`src/rtl/semaforo_pkg.sv`:
```
// Shared types, default timings and lamp decoding
// for the two-way intersection signal controller.
package semaforo_pkg;

    typedef enum logic [2:0] {
        NS_VERDE   = 3'd0,
        NS_AMARELO = 3'd1,
        VERMELHO_1 = 3'd2,
        LO_VERDE   = 3'd3,
        LO_AMARELO = 3'd4,
        VERMELHO_2 = 3'd5
    } estado_t;

    localparam int T_MIN_VERDE_DEF = 4;
    localparam int T_MAX_VERDE_DEF = 10;
    localparam int T_AMARELO_DEF   = 2;
    localparam int T_VERMELHO_DEF  = 1;
    localparam int CNT_W_DEF       = 8;

    typedef struct packed {
        logic ns_verde;
        logic ns_amarelo;
        logic ns_vermelho;
        logic lo_verde;
        logic lo_amarelo;
        logic lo_vermelho;
    } lampadas_t;

    function automatic lampadas_t decodifica(estado_t e);
        lampadas_t l;
        l = '0;
        case (e)
            NS_VERDE:   l.ns_verde   = 1'b1;
            NS_AMARELO: l.ns_amarelo = 1'b1;
            LO_VERDE:   l.lo_verde   = 1'b1;
            LO_AMARELO: l.lo_amarelo = 1'b1;
            default:    l = '0;
        endcase
        // Red is simply "neither green nor yellow" for each direction.
        l.ns_vermelho = ~(l.ns_verde | l.ns_amarelo);
        l.lo_vermelho = ~(l.lo_verde | l.lo_amarelo);
        return l;
    endfunction

endpackage

```
`src/rtl/semaforo_temporizador.sv`:
```
// Tick-gated saturating phase counter, cleared on phase
// change, with a >= compare against a selectable limit.
module semaforo_temporizador #(
    parameter int CNT_W = 8
) (
    input  logic             clock,
    input  logic             reset_n,
    input  logic             tick,
    input  logic             limpar,
    input  logic [CNT_W-1:0] limite,
    output logic [CNT_W-1:0] cnt,
    output logic             atingiu
);

    always_ff @(posedge clock or negedge reset_n) begin
        if (!reset_n) begin
            cnt <= '0;
        end else if (limpar) begin
            cnt <= '0;
        end else if (tick && (cnt != '1)) begin
            cnt <= cnt + 1'b1;
        end
    end

    assign atingiu = (cnt >= limite);

endmodule

```
`src/rtl/semaforo_controlador.sv`:
```
// Timed phase sequencer for the NS / LO intersection:
// demand latches, phase FSM and Moore lamp outputs.
module semaforo_controlador
    import semaforo_pkg::*;
#(
    parameter int T_MIN_VERDE = T_MIN_VERDE_DEF,
    parameter int T_MAX_VERDE = T_MAX_VERDE_DEF,
    parameter int T_AMARELO   = T_AMARELO_DEF,
    parameter int T_VERMELHO  = T_VERMELHO_DEF,
    parameter int CNT_W       = CNT_W_DEF
) (
    input  logic       clock,
    input  logic       reset_n,
    input  logic       tick,
    input  logic       A,
    input  logic       B,
    input  logic       C,
    input  logic       D,
    output logic       NS,
    output logic       LO,
    output logic       ns_amarelo,
    output logic       lo_amarelo,
    output logic       ns_vermelho,
    output logic       lo_vermelho,
    output logic [2:0] estado
);

    localparam logic [CNT_W-1:0] LIM_MIN = CNT_W'(T_MIN_VERDE - 1);
    localparam logic [CNT_W-1:0] LIM_MAX = CNT_W'(T_MAX_VERDE - 1);
    localparam logic [CNT_W-1:0] LIM_AM  = CNT_W'(T_AMARELO - 1);
    localparam logic [CNT_W-1:0] LIM_VM  = CNT_W'(T_VERMELHO - 1);

    estado_t          est;
    estado_t          proximo;
    logic             pend_ns;
    logic             pend_lo;
    logic             avanca;
    logic             atingiu;
    logic [CNT_W-1:0] cnt;
    logic [CNT_W-1:0] limite;
    logic             dem_ns;
    logic             dem_lo;
    logic             no_max;
    lampadas_t        lamp;

    assign dem_ns = A | B;
    assign dem_lo = C | D;
    assign no_max = (cnt >= LIM_MAX);

    semaforo_temporizador #(
        .CNT_W(CNT_W)
    ) u_temporizador (
        .clock  (clock),
        .reset_n(reset_n),
        .tick   (tick),
        .limpar (avanca),
        .limite (limite),
        .cnt    (cnt),
        .atingiu(atingiu)
    );

    always_comb begin
        limite  = LIM_VM;
        proximo = NS_VERDE;
        avanca  = 1'b0;
        case (est)
            NS_VERDE: begin
                limite  = LIM_MIN;
                proximo = NS_AMARELO;
                avanca  = tick & atingiu & pend_lo & (~dem_ns | no_max);
            end
            NS_AMARELO: begin
                limite  = LIM_AM;
                proximo = VERMELHO_1;
                avanca  = tick & atingiu;
            end
            VERMELHO_1: begin
                proximo = LO_VERDE;
                avanca  = tick & atingiu;
            end
            LO_VERDE: begin
                limite  = LIM_MIN;
                proximo = LO_AMARELO;
                avanca  = tick & atingiu & pend_ns & (~dem_lo | no_max);
            end
            LO_AMARELO: begin
                limite  = LIM_AM;
                proximo = VERMELHO_2;
                avanca  = tick & atingiu;
            end
            VERMELHO_2: begin
                proximo = NS_VERDE;
                avanca  = tick & atingiu;
            end
            default: avanca = tick;
        endcase
    end

    // A new request seen outside its own green wins over the entry clear.
    always_ff @(posedge clock or negedge reset_n) begin
        if (!reset_n) begin
            est     <= NS_VERDE;
            pend_ns <= 1'b0;
            pend_lo <= 1'b0;
        end else begin
            if (avanca) begin
                est <= proximo;
            end
            if (dem_ns && (est != NS_VERDE)) begin
                pend_ns <= 1'b1;
            end else if (avanca && (proximo == NS_VERDE)) begin
                pend_ns <= 1'b0;
            end
            if (dem_lo && (est != LO_VERDE)) begin
                pend_lo <= 1'b1;
            end else if (avanca && (proximo == LO_VERDE)) begin
                pend_lo <= 1'b0;
            end
        end
    end

    assign lamp        = decodifica(est);
    assign NS          = lamp.ns_verde;
    assign ns_amarelo  = lamp.ns_amarelo;
    assign ns_vermelho = lamp.ns_vermelho;
    assign LO          = lamp.lo_verde;
    assign lo_amarelo  = lamp.lo_amarelo;
    assign lo_vermelho = lamp.lo_vermelho;
    assign estado      = est;

endmodule
```
`config.mk`:
```
export PLATFORM = sky130hd
export DESIGN_NAME = semaforo_controlador
export DESIGN_NICKNAME = d
export VERILOG_FILES = /design/src/rtl/semaforo_pkg.sv /design/src/rtl/semaforo_temporizador.sv /design/src/rtl/semaforo_controlador.sv
export SDC_FILE = /design/constraint.sdc
export NUM_CORES = 1
export LEC_CHECK = 0
export CAP_MARGIN = 20
export CORE_UTILIZATION = 45
export DETAILED_ROUTE_END_ITERATION = 10
export DONT_BUFFER_PORTS = 1
export PLACE_DENSITY_LB_ADDON = 0.05
export SKIP_LAST_GASP = 1
export SYNTH_ARGS = -nofsm -noshare
export SYNTH_HDL_FRONTEND = slang
export SYNTH_HIERARCHICAL = 1
export SYNTH_SLANG_ARGS = --single-unit
```
`constraint.sdc`:
```
create_clock -name clock -period 4 [get_ports clock]
set_clock_uncertainty 0.2 [all_clocks]
set_input_delay 0.6 -clock clock [delete_from_list [all_inputs] [get_ports clock]]
set_output_delay 0.6 -clock clock [all_outputs]
set_load 0.01 [all_outputs]
```
## Word-level counts from Yosys, hierarchy flattened

Index checks and enable logic that the tools add are counted.

- Flip-flop bits (word level): 13
- Output and inout bits: 9
- Logic and storage cells: 57

- Add/subtract/negate cells: 1
- Order comparisons: 2
- Eq/ne operators: 8
- Muxes and demuxes: 13
- Bitwise operators: 15
- Reductions and logical operators: 14

Operators by type and width:

| cell | number |
|---|---|
| 8-bit 2-to-1 mux | 2 |
| 3-bit case mux with 5 select lines | 1 |
| 3-bit by 2-bit equality test with 1-bit output, second input constant | 3 |
| 8-bit by 1-bit adder with 8-bit output, second input constant | 1 |
| 8-bit by 2-bit >= comparator with 1-bit output | 1 |
| 8-bit by 4-bit >= comparator with 1-bit output, second input constant | 1 |
| 1-bit 2-to-1 mux | 8 |
| 8-bit != test, second input constant | 1 |
| 3-bit equality test, second input constant | 2 |
| 3-bit zero test | 2 |
| 1-bit bitwise OR | 6 |
| 2-bit nonzero test | 3 |
| 1-bit bitwise AND | 5 |
| 1-bit logical AND | 5 |
| 1-bit NOT | 4 |
| 2-bit case mux with 2 select lines | 1 |
| 2-bit OR reduction | 2 |
| 4-bit OR reduction | 1 |
| 3-bit by 1-bit equality test with 1-bit output, second input constant | 1 |
| 3-bit by 2-bit != test with 1-bit output, second input constant | 1 |
| 1-bit case mux with 3 select lines | 1 |
| 3-bit nonzero test | 1 |

## Longest topological paths before layout

- Depth after elaboration: 11
- Depth in mapped cells: 14
- Gate-level depth less buffers: 12

## Hierarchy

The synthesis kept the hierarchy.

Modules (own cells, without submodules):

| module | instances | cells an instance | area each (µm²) |
|---|---|---|---|
| semaforo_temporizador | 1 | 70 | 650.6 |
| semaforo_controlador | 1 | 51 | 440.4 |

## Worst setup path before layout

OpenSTA, ideal clock, no wires.

- Path type: register -> register
- Start point: register est[1] (netlist: estado[1])
- End point: register u_temporizador.cnt[0]
- Library setup time: 0.125 ns
- Arrival: 2.955 ns
- Data required time: 3.675 ns
- Slack: 0.720 ns
- Stages on the path, launching flop included: 15
- Period minus slack after synthesis: 3.280 ns
- Cells stage by stage: dfrtp_1 -> buf_6 -> or2_2 -> o21ai_0 -> inv_1 -> ha_1 -> a211oi_1 -> o21ai_0 -> nand3_1 -> a311o_1 -> a21boi_4 -> o21ai_2 -> clkbuf_1 -> nor2_1 -> mux2_4

- Cells in the longest elaborated chain, start to end: 9
- Elaborated cells on any way between the ends: 19

Ends and longest elaborated chain:

| element | RTL line | source |
|---|---|---|
| from (decl) | semaforo_controlador.sv:33 | `estado_t est;` |
| from (signal assigned) | semaforo_controlador.sv:107 | `est <= proximo;` |
| 3-bit equality test (tied with other cells) | semaforo_controlador.sv:66 | `case (est)` |
| 2-bit OR reduction (no line) | -- |  |
| 2-bit case mux with 2 select lines (*) | semaforo_controlador.sv:66 |  |
| named net limite[1] | semaforo_controlador.sv:40 | `logic [CNT_W-1:0] limite;` |
| 8-bit by 2-bit >= comparator with 1-bit output (*) | semaforo_temporizador.sv:25 | `assign atingiu = (cnt >= limite);` |
| named net atingiu | semaforo_controlador.sv:38 | `logic atingiu;` |
| 1-bit bitwise AND (*) | -- |  |
| 1-bit bitwise AND (on tied branches) (2 in a row) | semaforo_controlador.sv:84, semaforo_controlador.sv:70 |  |
| 1-bit case mux with 3 select lines (*) | semaforo_controlador.sv:66 |  |
| named net avanca | semaforo_controlador.sv:37 | `logic avanca;` |
| 8-bit 2-to-1 mux / 2-bit nonzero test (equally long branches) | -- |  |
| to (signal assigned) | semaforo_temporizador.sv:21 | `cnt <= cnt + 1'b1;` |
| to (decl) | semaforo_temporizador.sv:11 | `output logic [CNT_W-1:0] cnt,` |

Mark *: on every way through the listed nets, which the timed path passes. The rest lies on a longest branch.
A chain may end at the register's enable or synchronous reset.

## Worst setup path after layout

Same ends and word-level chain as after synthesis.

==> key figures <==
Run status
  • Outcome: finished clean

Power and ir drop
  • Peak supply drop: roughly 270 µV
  • Leakage: approximately 0.0005 µW
  • PD cells: about 580 nW/µm²

Die
  • Die height: slightly above 50 µm
  • Cell Rows: 17
  • Initial core utilization: 48.39%
  • Core area: approximately 2300 µm²
  • Num ports: 16
  • DIE WIDTH: 51.24 µm
  • Die Area: between 2000 and 3000 µm²

CTS
  • CTS H-Tree Depth: 1
  • Bufs on Longest Clock Path: 2
  • Clk_lat worst skew: around 270 ps
  • TritonCTS Buffers: 3
  • Root Buffer: clkbuf_4
  • CTS tree: done
  • Post-CTS Setup Inserts: 0
  • Clk sinks: 13
  • Worst-path clk slew: ~80 ps

Layout
  • Final Instance Area: roughly 1200 µm²
  • Nets: between 100 and 150
  • Final design utilization: about half
  • Multi-input combinational cell area: approximately 710 µm²
  • Ant diodes: 0
  • P&R area growth vs syn: 5.734%
  • Fillers: 238
  • Share of layout cells above drive strength 1: approximately 13%
  • Register Area: about 330 µm²

Detailed routing
  • Wirelength, routed: approximately 2200 µm
  • Drt wl/cell: 14.46 µm
  • Post-DR vias/cell: 5.723
  • DR pass1 iterations: 5
  • ANT nets after route: 0
  • Vias: 887
  • 1st-iter DRT viols: 18
  • DRC: 0

Timing
  • Final Setup Violations: 0
  • Setup TNS: 0 ps
  • Worst setup margin: 507.7 ps
  • Final Max Slew Viols: 0
  • Fin crit period: roughly 3500 ps
  • Unrepaired setup endpoints after global routing: no
  • Slew HR: approximately 60%
  • Max Clk Rate: between 0.2 and 0.3 GHz
  • Final Cycle Share: approximately 87%
  • Hold violation count in the final report: 0
  • Worst slew pin tran: 598.8 ps

Setup path
  • Worst reg2reg path depth: 12
  • Reg2reg start: estado[1]$_DFFE_PN0P_
  • R2r endpoint: u_temporizador/cnt[0]$_DFFE_PN0P_
  • CP Max Fanout: 12
  • Req. time, crit path: around 4000 ps
  • Setup crit end: u_temporizador/cnt[0]$_DFFE_PN0P_
  • Crit path DAT: between 3000 and 4000 ps
  • Reg2reg setup slack: between 500 and 600 ps
  • Critical Path Sink Type: register
  • Crit. Startpoint: estado[1]$_DFFE_PN0P_
  • CP startpoint kind: register
  • Kind of critical path: register to register

Global route
  • Vias in the first global route: roughly 820
  • GR Overflow Total: 0
  • First-pass GRT wire length: around 3700 µm
  • Largest net degree at the start of global routing: 14
  • Gr usage total: roughly a fifth
  • Initial antenna violation count: 0

Yosys
  • Top-count cell post-synth: dfrtp_1
  • Synth Area in Adders: between 10% and 20%
  • Mapped cell area: 1091 µm²
  • Post-synth EDFFs: 0
  • Synth Flop Type: dfrtp_1
  • Synth Register Bits: 13
  • Cell count after synthesis: between 100 and 150
  • Synth top area cells: dfrtp_1, ha_1, inv_1
  • Distinct cells, synth: 50
  • Largest family of logic cells by synthesized area: simple AND/OR/NAND/NOR gates
  • Top cells by count, synth: dfrtp_1, inv_1, nor2_1, ha_1, nor3_1
  • Synth top area share: between 20% and 30%
  • Fraction of synthesized area in multiplexers: ~4.6%
  • Sequential element share of the synthesized area: between 20 and 30%
  • Post-synthesis simple-gate area fraction: between 20% and 30%
  • Area leader, netlist: dfrtp_1
  • Synth Area in Compound Gates: a little under a quarter
  • Syn_area_per_cell: ~9 µm²
  • Ys async rst share: 100.0%
  • Synth Area in XOR/XNOR: 0.8028%
  • Yosys warns: 6

Hold path
  • Hold Path Depth: 2
  • HP Class: register to register

Placed design
  • Post-DP Area: 1117 µm²
  • IO Port Bufs: 0
  • Gpl congestion: 0.8003
  • Placement Setup Slack: 546.3 ps
  • DP Wirelength: around 1700 µm

Flow run
  • Maxcap violations: 0
==> metrics by stage <==
step / cells / total power (µW) / hold slack (ps)
4_1_cts: 155 / 672.2 / 328.3
3_5_place_dp: 150 / 581.8 / 104.8
2_1_floorplan: 126 / 517.9 / 104.4
3_3_place_gp: 150 / 571.5 / 104.7
6_report: 155 / 665.0 / 337.1
5_1_grt: 155 / 725.8 / 341.3
==> state kept, by name (all words and copies together) (netlist names) <==
name	cells
u_temporizador/cnt	8
estado	3
pend_lo	1
pend_ns	1
==> layout by cell type, fill, tap and decap left out, drive strengths merged, types with 2 or more instances in the layout <==
cell     n
and4     2
nor3     6
or2      2
nand2    4
a211oi   3
inv     12
nand4    2
nor4     2
nand2b   3
a21boi   2
a21oi    3
nor2    11
and3     4
nand3    3
mux2i    2
dfrtp   13
clkbuf   4
nand3b   2
ha       9
o21ai    6
conb     6
a21o     3
a31oi    5
mux2     2
==> area by class of cell <==
class	instances	area share (%)
inverter	12	3.905
multi-input combinational	97	61.71
clock buffer	4	2.278
timing repair buffer	1	0.8677
tap	28	3.037
sequential	13	28.20
==> per-layer routing <==
layer,GRT usage (%),vias to the layer above,part of all wire (%)
met5,0,-,0
met4,2.703,0,0.62
met3,5.357,2,3.8
met2,28.51,16,45
met1,27.26,416,50
li1,-,453,-
==> power by group <==
| part | internal [µW] | switching (µW) |
|---|---|---|
| sequential | 171 | 96.9 |
| combinational | 150 | 167 |
| clock | 38.6 | 41.8 |
==> how the worst min path moves through the flow <==
stage	start	to	slack, ps
after global placement	reset_n	u_temporizador/cnt[4]$_DFFE_PN0P_	100
final	pend_ns$_DFFE_PN0P_	pend_ns$_DFFE_PN0P_	340
after CTS	tick	u_temporizador/cnt[4]$_DFFE_PN0P_	330
after global routing	tick	u_temporizador/cnt[4]$_DFFE_PN0P_	340
after floorplan	reset_n	estado[0]$_DFFE_PN0P_	100
after detailed placement	reset_n	u_temporizador/cnt[3]$_DFFE_PN0P_	100
==> logic make-up (layout without fill, tap and decap cells) <==
| logic type | after synthesis | in the layout |
|---|---|---|
| simple gates | 45 | 45 |
| xor+xnor | 1 | 1 |
| other cells | 1 | 6 |
| flops | 13 | 13 |
| compound gates | 32 | 32 |
| buf+inv | 16 | 17 |
| mux | 4 | 4 |
| fa+ha+maj | 9 | 9 |
==> critical path, cell delays in order, from the launching register on <==
cell      delay (ps)
dfrtp_1          550
or2_2            420
o21ai_0          160
inv_1             70
ha_1             280
a211oi_1          70
o21ai_0          350
nand3_1          110
a311o_1          360
a21boi_4         170
o21ai_2          230
nor2_1           110
mux2_4           280
==> repair_timing <==
item,4_1_cts,5_1_grt
setup endpoints to repair,0,0
hold buffers,1,0
endpoints found under the hold margin,13,0
resized for setup,0,0
No activity file was read; power rests on OpenSTA's default activity.
